## src/rtl/memory_bus_arbiter.sv

```systemverilog
// rtl/memory_bus_arbiter.sv - round-robin arbiter sharing one MemoryBus request/response channel
module memory_bus_arbiter #(
  parameter int NUM_REQ = 4,
  parameter int ID_W    = 3,
  parameter int ADDR_W  = 32,
  parameter int DATA_W  = 64,
  parameter int TIMEOUT = 255
) (
  input  logic                      clk,
  input  logic                      rst_n,
  input  logic [NUM_REQ-1:0]        req_valid,
  input  logic [NUM_REQ-1:0]        req_write,
  input  logic [NUM_REQ*ADDR_W-1:0] req_addr,
  input  logic [NUM_REQ*DATA_W-1:0] req_wdata,
  output logic [NUM_REQ-1:0]        req_ready,
  output logic [NUM_REQ-1:0]        rsp_valid,
  output logic [DATA_W-1:0]         rsp_data,
  output logic                      rsp_err,
  output logic                      bus_req_valid,
  input  logic                      bus_req_ready,
  output logic [1:0]                bus_req_type,
  output logic [ID_W-1:0]           bus_req_source,
  output logic [ADDR_W-1:0]         bus_req_addr,
  output logic [DATA_W-1:0]         bus_req_data,
  input  logic                      bus_rsp_valid,
  input  logic [ID_W-1:0]           bus_rsp_source,
  input  logic [DATA_W-1:0]         bus_rsp_data,
  output logic                      bus_rsp_ready,
  output logic                      stray_rsp
);

  localparam int ID_SPACE = 2 ** ID_W;
  localparam logic [15:0] TIMEOUT_C = 16'(TIMEOUT);

  typedef enum logic [1:0] {
    S_IDLE,
    S_ISSUE,
    S_WAIT,
    S_DELIVER
  } state_t;

  state_t              state_q, state_d;
  logic [ID_W-1:0]     last_grant_q, last_grant_d;
  logic [ID_W-1:0]     id_q, id_d;
  logic                write_q, write_d;
  logic [ADDR_W-1:0]   addr_q, addr_d;
  logic [DATA_W-1:0]   data_q, data_d;
  logic [15:0]         cnt_q, cnt_d;
  logic [DATA_W-1:0]   rsp_data_q, rsp_data_d;
  logic                rsp_err_q, rsp_err_d;
  logic                stray_q, stray_d;

  // Requester-indexed views padded to the full BusID space so a BusID indexes them exactly.
  logic [ID_SPACE-1:0] valid_pad;
  logic [ID_SPACE-1:0] write_pad;
  logic [ADDR_W-1:0]   addr_arr  [ID_SPACE];
  logic [DATA_W-1:0]   wdata_arr [ID_SPACE];

  for (genvar g = 0; g < ID_SPACE; g++) begin : g_unpack
    if (g < NUM_REQ) begin : g_used
      assign valid_pad[g] = req_valid[g];
      assign write_pad[g] = req_write[g];
      assign addr_arr[g]  = req_addr[g*ADDR_W +: ADDR_W];
      assign wdata_arr[g] = req_wdata[g*DATA_W +: DATA_W];
    end else begin : g_pad
      assign valid_pad[g] = 1'b0;
      assign write_pad[g] = 1'b0;
      assign addr_arr[g]  = '0;
      assign wdata_arr[g] = '0;
    end
  end

  logic            win_found;
  logic [ID_W-1:0] win_idx;
  logic [ID_W-1:0] cand_id;
  int              cand_int;

  // Scan from the requester after the last grant, wrapping once around.
  always_comb begin
    win_found = 1'b0;
    win_idx   = '0;
    cand_id   = '0;
    cand_int  = 0;
    for (int k = 1; k <= NUM_REQ; k++) begin
      cand_int = int'(last_grant_q) + k;
      if (cand_int >= NUM_REQ) cand_int = cand_int - NUM_REQ;
      cand_id = ID_W'(cand_int);
      if (!win_found && valid_pad[cand_id]) begin
        win_found = 1'b1;
        win_idx   = cand_id;
      end
    end
  end

  logic rsp_match;

  always_comb begin
    state_d      = state_q;
    last_grant_d = last_grant_q;
    id_d         = id_q;
    write_d      = write_q;
    addr_d       = addr_q;
    data_d       = data_q;
    cnt_d        = cnt_q;
    rsp_data_d   = rsp_data_q;
    rsp_err_d    = rsp_err_q;
    stray_d      = stray_q;
    rsp_match    = bus_rsp_valid && (state_q == S_WAIT) && (bus_rsp_source == id_q);

    if (bus_rsp_valid && !rsp_match) stray_d = 1'b1;

    case (state_q)
      S_IDLE: begin
        if (win_found) begin
          state_d      = S_ISSUE;
          last_grant_d = win_idx;
          id_d         = win_idx;
          write_d      = write_pad[win_idx];
          addr_d       = addr_arr[win_idx];
          data_d       = write_pad[win_idx] ? wdata_arr[win_idx] : '0;
        end
      end
      S_ISSUE: begin
        if (bus_req_ready) begin
          if (write_q) begin
            state_d = S_IDLE;
          end else begin
            cnt_d   = '0;
            state_d = S_WAIT;
          end
        end
      end
      S_WAIT: begin
        // A matching response beats a timeout expiring in the same cycle.
        if (rsp_match) begin
          rsp_data_d = bus_rsp_data;
          rsp_err_d  = 1'b0;
          state_d    = S_DELIVER;
        end else if (cnt_q >= TIMEOUT_C) begin
          rsp_data_d = '0;
          rsp_err_d  = 1'b1;
          state_d    = S_DELIVER;
        end else begin
          cnt_d = cnt_q + 16'd1;
        end
      end
      S_DELIVER: begin
        rsp_data_d = '0;
        rsp_err_d  = 1'b0;
        state_d    = S_IDLE;
      end
      default: state_d = S_IDLE;
    endcase
  end

  always_ff @(posedge clk or negedge rst_n) begin
    if (!rst_n) begin
      state_q      <= S_IDLE;
      last_grant_q <= ID_W'(NUM_REQ - 1);
      id_q         <= '0;
      write_q      <= 1'b0;
      addr_q       <= '0;
      data_q       <= '0;
      cnt_q        <= '0;
      rsp_data_q   <= '0;
      rsp_err_q    <= 1'b0;
      stray_q      <= 1'b0;
    end else begin
      state_q      <= state_d;
      last_grant_q <= last_grant_d;
      id_q         <= id_d;
      write_q      <= write_d;
      addr_q       <= addr_d;
      data_q       <= data_d;
      cnt_q        <= cnt_d;
      rsp_data_q   <= rsp_data_d;
      rsp_err_q    <= rsp_err_d;
      stray_q      <= stray_d;
    end
  end

  logic [ID_SPACE-1:0] ready_pad;
  logic [ID_SPACE-1:0] rsp_pad;

  always_comb begin
    ready_pad = '0;
    rsp_pad   = '0;
    if (rst_n && (state_q == S_IDLE) && win_found) ready_pad[win_idx] = 1'b1;
    if (state_q == S_DELIVER) rsp_pad[id_q] = 1'b1;
  end

  assign req_ready      = ready_pad[NUM_REQ-1:0];
  assign rsp_valid      = rsp_pad[NUM_REQ-1:0];
  assign rsp_data       = (state_q == S_DELIVER) ? rsp_data_q : '0;
  assign rsp_err        = (state_q == S_DELIVER) && rsp_err_q;
  assign bus_req_valid  = (state_q == S_ISSUE);
  assign bus_req_type   = {1'b0, write_q};
  assign bus_req_source = id_q;
  assign bus_req_addr   = addr_q;
  assign bus_req_data   = data_q;
  // Responses are always drained; only the held-in-reset case reports not ready.
  assign bus_rsp_ready  = rst_n;
  assign stray_rsp      = stray_q;

endmodule
```

## config.mk

```make
export PLATFORM = sky130hd
export DESIGN_NAME = memory_bus_arbiter
export DESIGN_NICKNAME = d
export VERILOG_FILES = /design/src/rtl/memory_bus_arbiter.sv
export SDC_FILE = /design/constraint.sdc
export NUM_CORES = 1
export LEC_CHECK = 0
export BUFFER_PORTS_ARGS = -buffer_cell sky130_fd_sc_hd__buf_2
export CORE_AREA = 2 2 248 250
export DETAILED_ROUTE_END_ITERATION = 7
export DIE_AREA = 0 0 250 252
export SETUP_SLACK_MARGIN = 0.5
export SLEW_MARGIN = 20
export SYNTH_ARGS = -nofsm -noshare
export SYNTH_HDL_FRONTEND = slang
export SYNTH_SLANG_ARGS = --single-unit
```

## constraint.sdc

```tcl
create_clock -name clk -period 4.7 [get_ports clk]
set_input_delay 0.94 -clock clk [delete_from_list [all_inputs] [get_ports clk]]
set_output_delay 0.94 -clock clk [all_outputs]
set_load 0.05 [all_outputs]
```

==> results.sh, run 1 <==
export IMPL_finalPower_w=0.0125
export IMPL_grt_overflow=0
export IMPL_cts_max_level=4
export IMPL_power_leakage_nw=8.19
export IMPL_syn_area_sq_um=11100
export IMPL_clk_pin_slew_ps=80
export IMPL_min_path_type="in -> async"
export IMPL_syn_to_final_growth_pct=41.0
export IMPL_whs_ps=430
export IMPL_busiest_layer="met2"
export IMPL_cts_buffers=17
export IMPL_drv_slew=0
export IMPL_setup_ws_ps=627
export IMPL_yosys_area_top_type="dfrtp_1"
export IMPL_drc_errors=0
export IMPL_ios=640
export IMPL_first_iter_violations=570
export IMPL_gr_usage_all_layers_pct=12.5
export IMPL_layout_nets=2122
export IMPL_fmax_mhz=246
export IMPL_met3_usage_pct=3.17
export IMPL_yosys_cell_types_count=57
export IMPL_synth_area_leaders="dfrtp_1, mux4_2, mux2i_1"
export IMPL_die_w_um=250
export IMPL_die_h_um=252
export IMPL_rows=90
export IMPL_maxCapViolCount=0
export IMPL_synth_edf_count=0
export IMPL_hold_viol=0
export IMPL_die_area_sq_um=63000
export IMPL_wl_um=41400
export IMPL_synth_top_area_share_pct=41.6
export IMPL_firstDrtPassIters=5
export IMPL_antenna_left=0
export IMPL_async_reset_ff_share_pct=100
export IMPL_worst_pin_slew_ps=1110
export IMPL_place_congestion=0.892
export IMPL_met2_usage_pct=21.9
export IMPL_period_share_pct=86.7
export IMPL_first_global_vias=10855
export IMPL_cp_max_fo=5
export IMPL_power_density_nw_per_um2=799
export IMPL_antenna_found_initial=10
export IMPL_finalSetupTns_ps=0
export IMPL_rsz0062_at_grt="true"
export IMPL_dpl_worst_slack_ps=608
export IMPL_clock_sinks=186
export IMPL_cts_root_buf="clkbuf_16"
export IMPL_drive_above_1_share_pct=50.2
export IMPL_slew_headroom_pct=26.3
export IMPL_grt_max_degree=160
export IMPL_io_buffer_count=638
export IMPL_synth_yosys_seq_area_share_pct=42.0
export IMPL_globalRouteMet1Util_pct=14.9
export IMPL_cts_tree="yes"
export IMPL_ys_ff_latch=186
export IMPL_fin_crit_ps=4070
export IMPL_end_kind="primary output"
export IMPL_skew_ps=11.0
export IMPL_crit_type="reg -> out"
export IMPL_setup_viol_count_final=0
export IMPL_wl_per_cell_um=16.9
export IMPL_final_cells=2453
export IMPL_syn_inst=1077
export IMPL_status="complete, no violations"
export IMPL_dpl_hpwl_um=31900
export IMPL_ys_flop_type="dfrtp_1"
export IMPL_vias=10696
export IMPL_grt_pass1_wl_um=60700
export IMPL_crit_required_ps=3760
export IMPL_cp_arrival_ps=3130
export IMPL_fp_coreArea_sq_um=60100
export IMPL_clock_path_buffers=2
export IMPL_place_inst=2413
export IMPL_synth_warnings=0
export IMPL_syn_avg_cell_area_sq_um=10.3
export IMPL_clk_latency_ps=470
export IMPL_viasPerCell=4.36
export IMPL_ir_drop_mv=0.531
export IMPL_synth_nets=1543
export IMPL_initial_core_util_pct=18.4
export IMPL_worstSetupStartpointType="register"
timing repair:
action / in CTS / in global routing
setup endpoints to repair: 4 / 3
hold buffers: 0 / 0
pin swaps: 0 / 1
resized for setup: 7 / 3
setup buffers: 2 / 4
layout by cell type, fill, tap and decap left out, types with 17 or more instances in the layout:
cell | synthesis | layout
and3_1 | 71 | 70
mux4_2 | 38 | 38
buf_2 | 15 | 634
o21ai_1 | 39 | 39
nand2_1 | 148 | 147
nor2_1 | 110 | 108
o21a_1 | 28 | 28
mux2_2 | 59 | 59
clkbuf_16 | 0 | 17
a22o_1 | 65 | 65
mux2i_1 | 69 | 68
dfrtp_1 | 184 | 182
o41ai_2 | 22 | 22
buf_4 | 15 | 23
o21ai_0 | 37 | 37
worst max-delay path: stages (launching register included):
cell	delay, ps
dfstp_2	550
inv_1	100
ha_4	340
mux2i_4	260
nor3_2	70
or2_2	360
a211oi_4	250
or3_4	210
nor2_1	60
and3_2	250
buf_4	200
area by class of cell:
cell class	count	area, sq um
flip-flops and latches	186	4660
fillers	6467	44500
clock inverters	15	191
well taps	782	978
clock buffers	17	425
repair buffers	661	3410
multi-input cells	782	5920
diodes	2	5.00
inverters	8	30.0
per-layer routing:
layer	share of wire (%)	up-vias
li1	-	5053
met1	41	5160
met2	51	416
met3	6.1	59
met4	2.3	8
met5	0.12	-
final timing paths:
check / from / end / slack [ps] / cells after the start
max: last_grant_q[1] / req_ready[0] / 630 / 10
max reg2reg: last_grant_q[1] / bus_req_data[19] / 1100 / 10
max in group asynchronous: rst_n / bus_req_addr[21] / 2700 / 3
min: rst_n / last_grant_q[2] / 430 / 1
min in group clk: bus_req_data[46] / bus_req_data[46] / 480 / 2
min reg2reg: bus_req_data[46] / bus_req_data[46] / 480 / 2
metrics by stage:
| step | utilization [%] | area [sq um] |
|---|---|---|
| after floorplan | - | 11100 |
| after global placement | 24.8 | 14900 |
| after detailed placement | 24.8 | 14900 |
| after CTS | 25.9 | 15600 |
| after global routing | 26.0 | 15600 |
| final | 26.0 | 15600 |
kinds of logic (layout without fill, tap and decap cells):
kind of cell / count (synthesis) / count (layout) / synth area share [%]
flip-flops: 186 / 186 / 42.0
adder cells (fa/ha/maj): 3 / 3 / 0.339
other: 1 / 3 / 0.0339
buffers and inverters: 109 / 701 / 5.25
AO/OA/AOI/OAI: 234 / 234 / 16.6
multiplexers: 168 / 168 / 20.2
XOR/XNOR: 8 / 8 / 0.633
AND/OR/NAND/NOR: 368 / 368 / 14.9
state kept, by name, indices dropped and copies added (netlist names), 2 cells and up, named ones only:
name            flops
bus_req_addr       32
bus_req_data       64
bus_req_source      2
cnt_q              16
last_grant_q        3
rsp_data_q         64
report_power, final:
| group | switching [W] | internal [W] |
|---|---|---|
| Sequential | 0.000453 | 0.00212 |
| Combinational | 0.00524 | 0.00315 |
| Clock | 0.000783 | 0.000726 |
| Total | 0.00648 | 0.00600 |
Yosys cell counts (all sizes together) (2+ instances only):
cell type,n
nor3,10
a22o,65
nand2b,6
o2111ai,2
nor4,4
mux2,61
and3,71
a211oi,5
xor2,3
nand2,148
inv,8
nor2b,2
nand3,4
buf,48
a31oi,4
or3,3
and2,3
o21a,28
o41ai,27
mux4,38
or2,2
a21oi,15
dfstp,2
o21ai,76
nor2,110
mux2i,69
ha,3
xnor2,5
dfrtp,184
clkbuf,53
Power figures use the tool's default switching activity.
==> inputs of run 2 (changes only) <==
==> constraint.sdc (replaced) <==
create_clock -name clk -period 4.7 [get_ports clk]
set_input_delay 0.705 -clock clk [delete_from_list [all_inputs] [get_ports clk]]
set_output_delay 0.705 -clock clk [all_outputs]
set_load 0.05 [all_outputs]
==> run 2 against run 1 <==
Effect of this change:
- worst setup slack improved by 44 ps
- count of clock-buffer cells in the layout unchanged
- cell area increased by 0.82%
- sequential cell count unchanged
- critical path depth unchanged
- sequential share of layout area decreased by 0.27 points
- die area unchanged
- largest cell class unchanged
- largest power group unchanged
- highest routed layer unchanged
==> results.sh, run 2 (synthesis results as in run 1) <==
export IMPL_status="complete, no violations"
export IMPL_swShare_pct=51.8
export IMPL_crit_type="reg -> out"
export IMPL_dpl_hpwl_um=32000
export IMPL_initial_core_util_pct=18.4
export IMPL_pwr_share_comb_pct=68.6
export IMPL_crit_required_ps=3990
export IMPL_die_w_um=250
export IMPL_fp_coreArea_sq_um=60100
export IMPL_end_kind="primary output"
export IMPL_power_leakage_nw=8.26
export IMPL_seqPwrFrac_pct=18.9
export IMPL_cp_max_fo=8
export IMPL_rsz0062_at_grt="false"
export IMPL_worstSetupStartpointType="register"
export IMPL_worst_pin_slew_ps=910
export IMPL_fmax_mhz=248
export IMPL_clkPwrFrac_pct=12.5
export IMPL_first_global_vias=10788
export IMPL_gr_usage_all_layers_pct=13.0
export IMPL_clk_latency_ps=480
export IMPL_hold_viol=0
export IMPL_power_density_nw_per_um2=813
export IMPL_layout_commonest_cell="buf_2"
export IMPL_io_buffer_count=638
export IMPL_setup_viol_count_final=0
export IMPL_grt_overflow=0
export IMPL_cts_tree="yes"
export IMPL_drc_errors=0
export IMPL_firstDrtPassIters=5
export IMPL_hold_buffers=0
export IMPL_layout_nets=2128
export IMPL_viasPerCell=4.38
export IMPL_wl_um=42300
export IMPL_skew_ps=12.6
export IMPL_min_path_type="in -> async"
export IMPL_cts_root_buf="clkbuf_16"
export IMPL_final_cells=2458
export IMPL_period_share_pct=85.7
export IMPL_drv_slew=0
export IMPL_final_util_pct=26.2
export IMPL_die_area_sq_um=63000
export IMPL_syn_to_final_growth_pct=42.2
export IMPL_finalSetupTns_ps=0
export IMPL_ios=640
export IMPL_slew_headroom_pct=39.3
export IMPL_antenna_found_initial=8
export IMPL_wl_per_cell_um=17.2
export IMPL_grt_max_degree=149
export IMPL_die_h_um=252
export IMPL_cts_buffers=17
export IMPL_maxCapViolCount=0
export IMPL_fillers=6480
export IMPL_cp_arrival_ps=3320
export IMPL_grt_pass1_wl_um=62600
export IMPL_fin_crit_ps=4030
export IMPL_clk_pin_slew_ps=80
export IMPL_clock_sinks=186
export IMPL_vias=10770
export IMPL_drive_above_1_share_pct=50.2
export IMPL_place_congestion=0.969
export IMPL_place_inst=2417
export IMPL_cts_max_level=4
export IMPL_ir_drop_mv=0.686
export IMPL_rows=90
export IMPL_clock_path_buffers=2
export IMPL_first_iter_violations=671
export IMPL_p_switching_w=0.00663
export IMPL_intPower_w=0.00618
export IMPL_final_cell_mix="buf_2, dfrtp_1, nand2_1"
export IMPL_antenna_left=0
run 2: cell count changes in the layout (fill, tap and decap cells not counted), moves of 3 or more:
cell      change
buf_12        +3
clkinv_8      -3
inv_6         -4
inv_8         +5
run 2: final cells by class:
type                            count  area [sq um]  share of cell area (%)
Timing Repair Buffer              666          3480                    22.1
Sequential cell                   186          4660                    29.6
Inverter                            8          30.0                   0.191
Antenna cell                        1          2.50                  0.0159
Tap cell                          782           978                    6.21
Clock buffer                       17           425                    2.70
Clock inverter                     15           210                    1.33
Multi-Input combinational cell    783          5960                    37.9
run 2: stage by stage:
stage	instance area (sq um)	worst slack (ps)	hold slack [ps]	power, W
global route	15700	508	159	0.0137
floorplan	11100	615	409	0.00925
CTS	15700	611	124	0.0130
finish	15700	671	173	0.0128
detailed placement	15000	685	454	0.0112
global placement	15000	697	454	0.0110
run 2: timing repair:
action | in CTS | in global routing
setup buffers | 6 | 1
cloned | 1 | 0
endpoints found under the setup margin | 4 | 3
gates resized for setup | 12 | 1
pin swaps | 2 | 1
run 2: final timing paths:
kind	startpoint	to	slack [ps]	depth (start not counted)
setup / recovery	last_grant_q[1]	req_ready[0]	670	10
min in group clk	bus_rsp_data[53]	rsp_data_q[53]	430	2
max in group asynchronous	rst_n	rsp_data_q[7]	3310	2
setup reg to reg	last_grant_q[1]	bus_req_data[5]	1100	11
hold reg to reg	bus_req_addr[26]	bus_req_addr[26]	470	2
hold / removal	rst_n	last_grant_q[2]	170	1
run 2: layer usage:
metal,global-route usage (%),vias up,share of wire [%]
met2,21.2,421,49
met1,16.2,5201,42
met4,5.77,6,3.0
li1,-,5077,-
met3,3.37,65,6.0
met5,0,-,0.054
run 2: power by group through the flow:
stage,sequential (W),clock (W),combinational [W]
CTS,0.00243,0.00168,0.00891
detailed placement,0.00247,0,0.00870
global placement,0.00247,0,0.00855
floorplan,0.00362,0,0.00564
global route,0.00249,0.00174,0.00950
finish,0.00242,0.00160,0.00879
run 2: worst max-delay path, stage by stage, from the launching register on:
cell and delay (ps):
dfstp_2 550, inv_1 120, ha_4 380, mux2i_4 310
nor3_1 100, or2_2 360, a211oi_4 280, or3_4 220
nor2_1 50, and3_1 240, clkbuf_4 230
==> inputs of run 3 (changes only) <==
--- a/config.mk
+++ b/config.mk
@@ -8,5 +8,8 @@
 export BUFFER_PORTS_ARGS = -buffer_cell sky130_fd_sc_hd__buf_2
-export CORE_AREA = 2 2 248 250
+export CELL_PAD_IN_SITES_DETAIL_PLACEMENT = 1
+export CELL_PAD_IN_SITES_GLOBAL_PLACEMENT = 1
+export CORE_AREA = 2 2 246 248
 export DETAILED_ROUTE_END_ITERATION = 7
-export DIE_AREA = 0 0 250 252
+export DIE_AREA = 0 0 248 250
+export PLACE_DENSITY_LB_ADDON = 0.1
 export SETUP_SLACK_MARGIN = 0.5
--- a/constraint.sdc
+++ b/constraint.sdc
@@ -3,2 +3,2 @@
 set_output_delay 0.705 -clock clk [all_outputs]
-set_load 0.05 [all_outputs]
+set_load 0.02 [all_outputs]
==> run 3 against run 2 <==
Effect of this change:
- routed wire length increased by 27%
- largest power group unchanged
- cell area decreased by 0.80%
- sequential share of layout area increased by 0.25 points
- largest cell class unchanged
==> results.sh, run 3 (synthesis results as in run 1) <==
export IMPL_r2r_start="last_grant_q[1]"
export IMPL_multi_input_area_sq_um=5890
export IMPL_first_global_vias=11663
export IMPL_setup_viol_count_final=0
export IMPL_seqPwrFrac_pct=20.4
export IMPL_worstSetupStartpointType="register"
export IMPL_whs_ps=201
export IMPL_cts_root_buf="clkbuf_16"
export IMPL_hold_viol=0
export IMPL_cts_tree="yes"
export IMPL_r2r_cells=10
export IMPL_finalSetupTns_ps=0
export IMPL_antenna_found_initial=7
export IMPL_status="complete, no violations"
export IMPL_antenna_left=0
export IMPL_initial_core_util_pct=18.6
export IMPL_cts_max_level=4
export IMPL_wl_um=53700
export IMPL_cp_num_buf_inv=2
export IMPL_p_switching_w=0.00592
export IMPL_grt_max_degree=123
export IMPL_layout_nets=2125
export IMPL_crit_required_ps=3990
export IMPL_fin_crit_ps=3950
export IMPL_maxCapViolCount=0
export IMPL_drive_above_1_share_pct=49.9
export IMPL_fmax_mhz=253
export IMPL_die_h_um=250
export IMPL_intPower_w=0.00608
export IMPL_ir_drop_mv=0.898
export IMPL_clock_path_buffers=2
export IMPL_first_iter_violations=516
export IMPL_cp_arrival_ps=3240
export IMPL_power_density_nw_per_um2=768
export IMPL_clk_latency_ps=500
export IMPL_drc_errors=0
export IMPL_fp_coreArea_sq_um=59600
export IMPL_clock_sinks=186
export IMPL_cpMaxStageDelayCell="dfstp_2"
export IMPL_wl_met3_um=3470
export IMPL_crit_type="reg -> out"
export IMPL_cts_buffers=17
export IMPL_crit_family="simple AND/OR/NAND/NOR gates"
export IMPL_io_buffer_count=638
export IMPL_fillers=7006
export IMPL_rsz0062_at_grt="false"
export IMPL_regToRegSetupSlack_ps=1120
export IMPL_r2r_end="bus_req_data[63]"
export IMPL_place_congestion=0.805
export IMPL_grt_pass1_wl_um=78000
export IMPL_clkPwrFrac_pct=12.4
export IMPL_worst_pin_slew_ps=821
export IMPL_rows=90
export IMPL_min_path_type="in -> async"
export IMPL_dpl_hpwl_um=41000
export IMPL_layout_commonest_cell="buf_2"
export IMPL_crit_chain="inv_1 -> ha_4 -> mux2i_2 -> nor3_1 -> or2_2 -> a211oi_4 -> or3_4 -> nor2_1 -> and3_1 -> buf_2"
export IMPL_skew_ps=14.5
export IMPL_end_kind="primary output"
export IMPL_final_cell_mix="buf_2, dfrtp_1, nand2_1"
export IMPL_path_depth=10
export IMPL_swShare_pct=49.3
export IMPL_seq_area_sq_um=4660
export IMPL_die_area_sq_um=62000
export IMPL_power_leakage_nw=8.20
export IMPL_clk_pin_slew_ps=90
export IMPL_cp_max_fo=8
export IMPL_firstDrtPassIters=4
export IMPL_met2_wirelength_um=28500
export IMPL_gr_usage_all_layers_pct=17.2
export IMPL_ios=640
export IMPL_viasPerCell=4.39
export IMPL_pwr_share_comb_pct=67.2
export IMPL_hold_buffers=0
export IMPL_cpPeakStageDelay_ps=610
export IMPL_vias=10798
export IMPL_syn_to_final_growth_pct=41.0
export IMPL_period_share_pct=84.0
export IMPL_wl_met1_um=21200
export IMPL_drv_slew=0
export IMPL_wl_per_cell_um=21.9
export IMPL_crit_start="last_grant_q[1]"
export IMPL_grt_overflow=0
export IMPL_die_w_um=248
export IMPL_topRoutingLayerUsed="met5"
export IMPL_cp_endpoint="req_ready[0]"
export IMPL_slew_headroom_pct=45.2
[run 3: worst min-delay path by stage]
stage	from	to	slack (ps)	depth (start not counted)
after floorplan	rst_n	asynchronous set/reset pin	410	0
after global placement	bus_req_data[13]	bus_req_data[13]	460	2
after detailed placement	bus_req_data[37]	bus_req_data[37]	460	2
after CTS	rst_n	rsp_data_q[17]	200	1
after global routing	rst_n	rsp_data_q[17]	220	1
final	rst_n	rsp_data_q[17]	200	1
[run 3: stage by stage]
stage                     std cells  area, sq um  utilization [%]  worst slack [ps]  power [W]
after floorplan                1077        11100                -               880    0.00836
after global placement         2417        15000             25.2               932     0.0106
after detailed placement       2417        15000             25.2               853     0.0107
after CTS                      2450        15600             26.1               528     0.0123
after global routing           2454        15600             26.2               565     0.0130
final                          2457        15600             26.2               751     0.0120
[run 3: metal layers]
metal | GRT usage [%] | vias to the layer above
met5 | 0 | -
met4 | 3.42 | 4
met3 | 5.42 | 34
met2 | 31.1 | 296
met1 | 19.5 | 5394
li1 | - | 5070
[run 3: final cells by class]
type / count / share of cell area (%)
tap: 782 / 6.26
clock buffer: 18 / 2.75
timing repair buffer: 664 / 22.3
sequential: 186 / 29.8
antenna: 3 / 0.0481
inverter: 8 / 0.192
clock inverter: 14 / 0.881
multi-input combinational: 782 / 37.7
[run 3: power groups by stage]
| stage | registers (W) | clock network [W] | logic, W |
|---|---|---|---|
| 3_5_place_dp | 0.00251 | 0 | 0.00819 |
| 3_3_place_gp | 0.00249 | 0 | 0.00816 |
| 4_1_cts | 0.00247 | 0.00157 | 0.00824 |
| 2_1_floorplan | 0.00282 | 0 | 0.00554 |
| 6_report | 0.00245 | 0.00148 | 0.00806 |
| 5_1_grt | 0.00253 | 0.00162 | 0.00884 |
[run 3: what timing repair did]
action,CTS,global route
resized for setup,3,1
endpoints found under the setup margin,2,4
hold endpoints to repair,0,0
buffers inserted,1,4
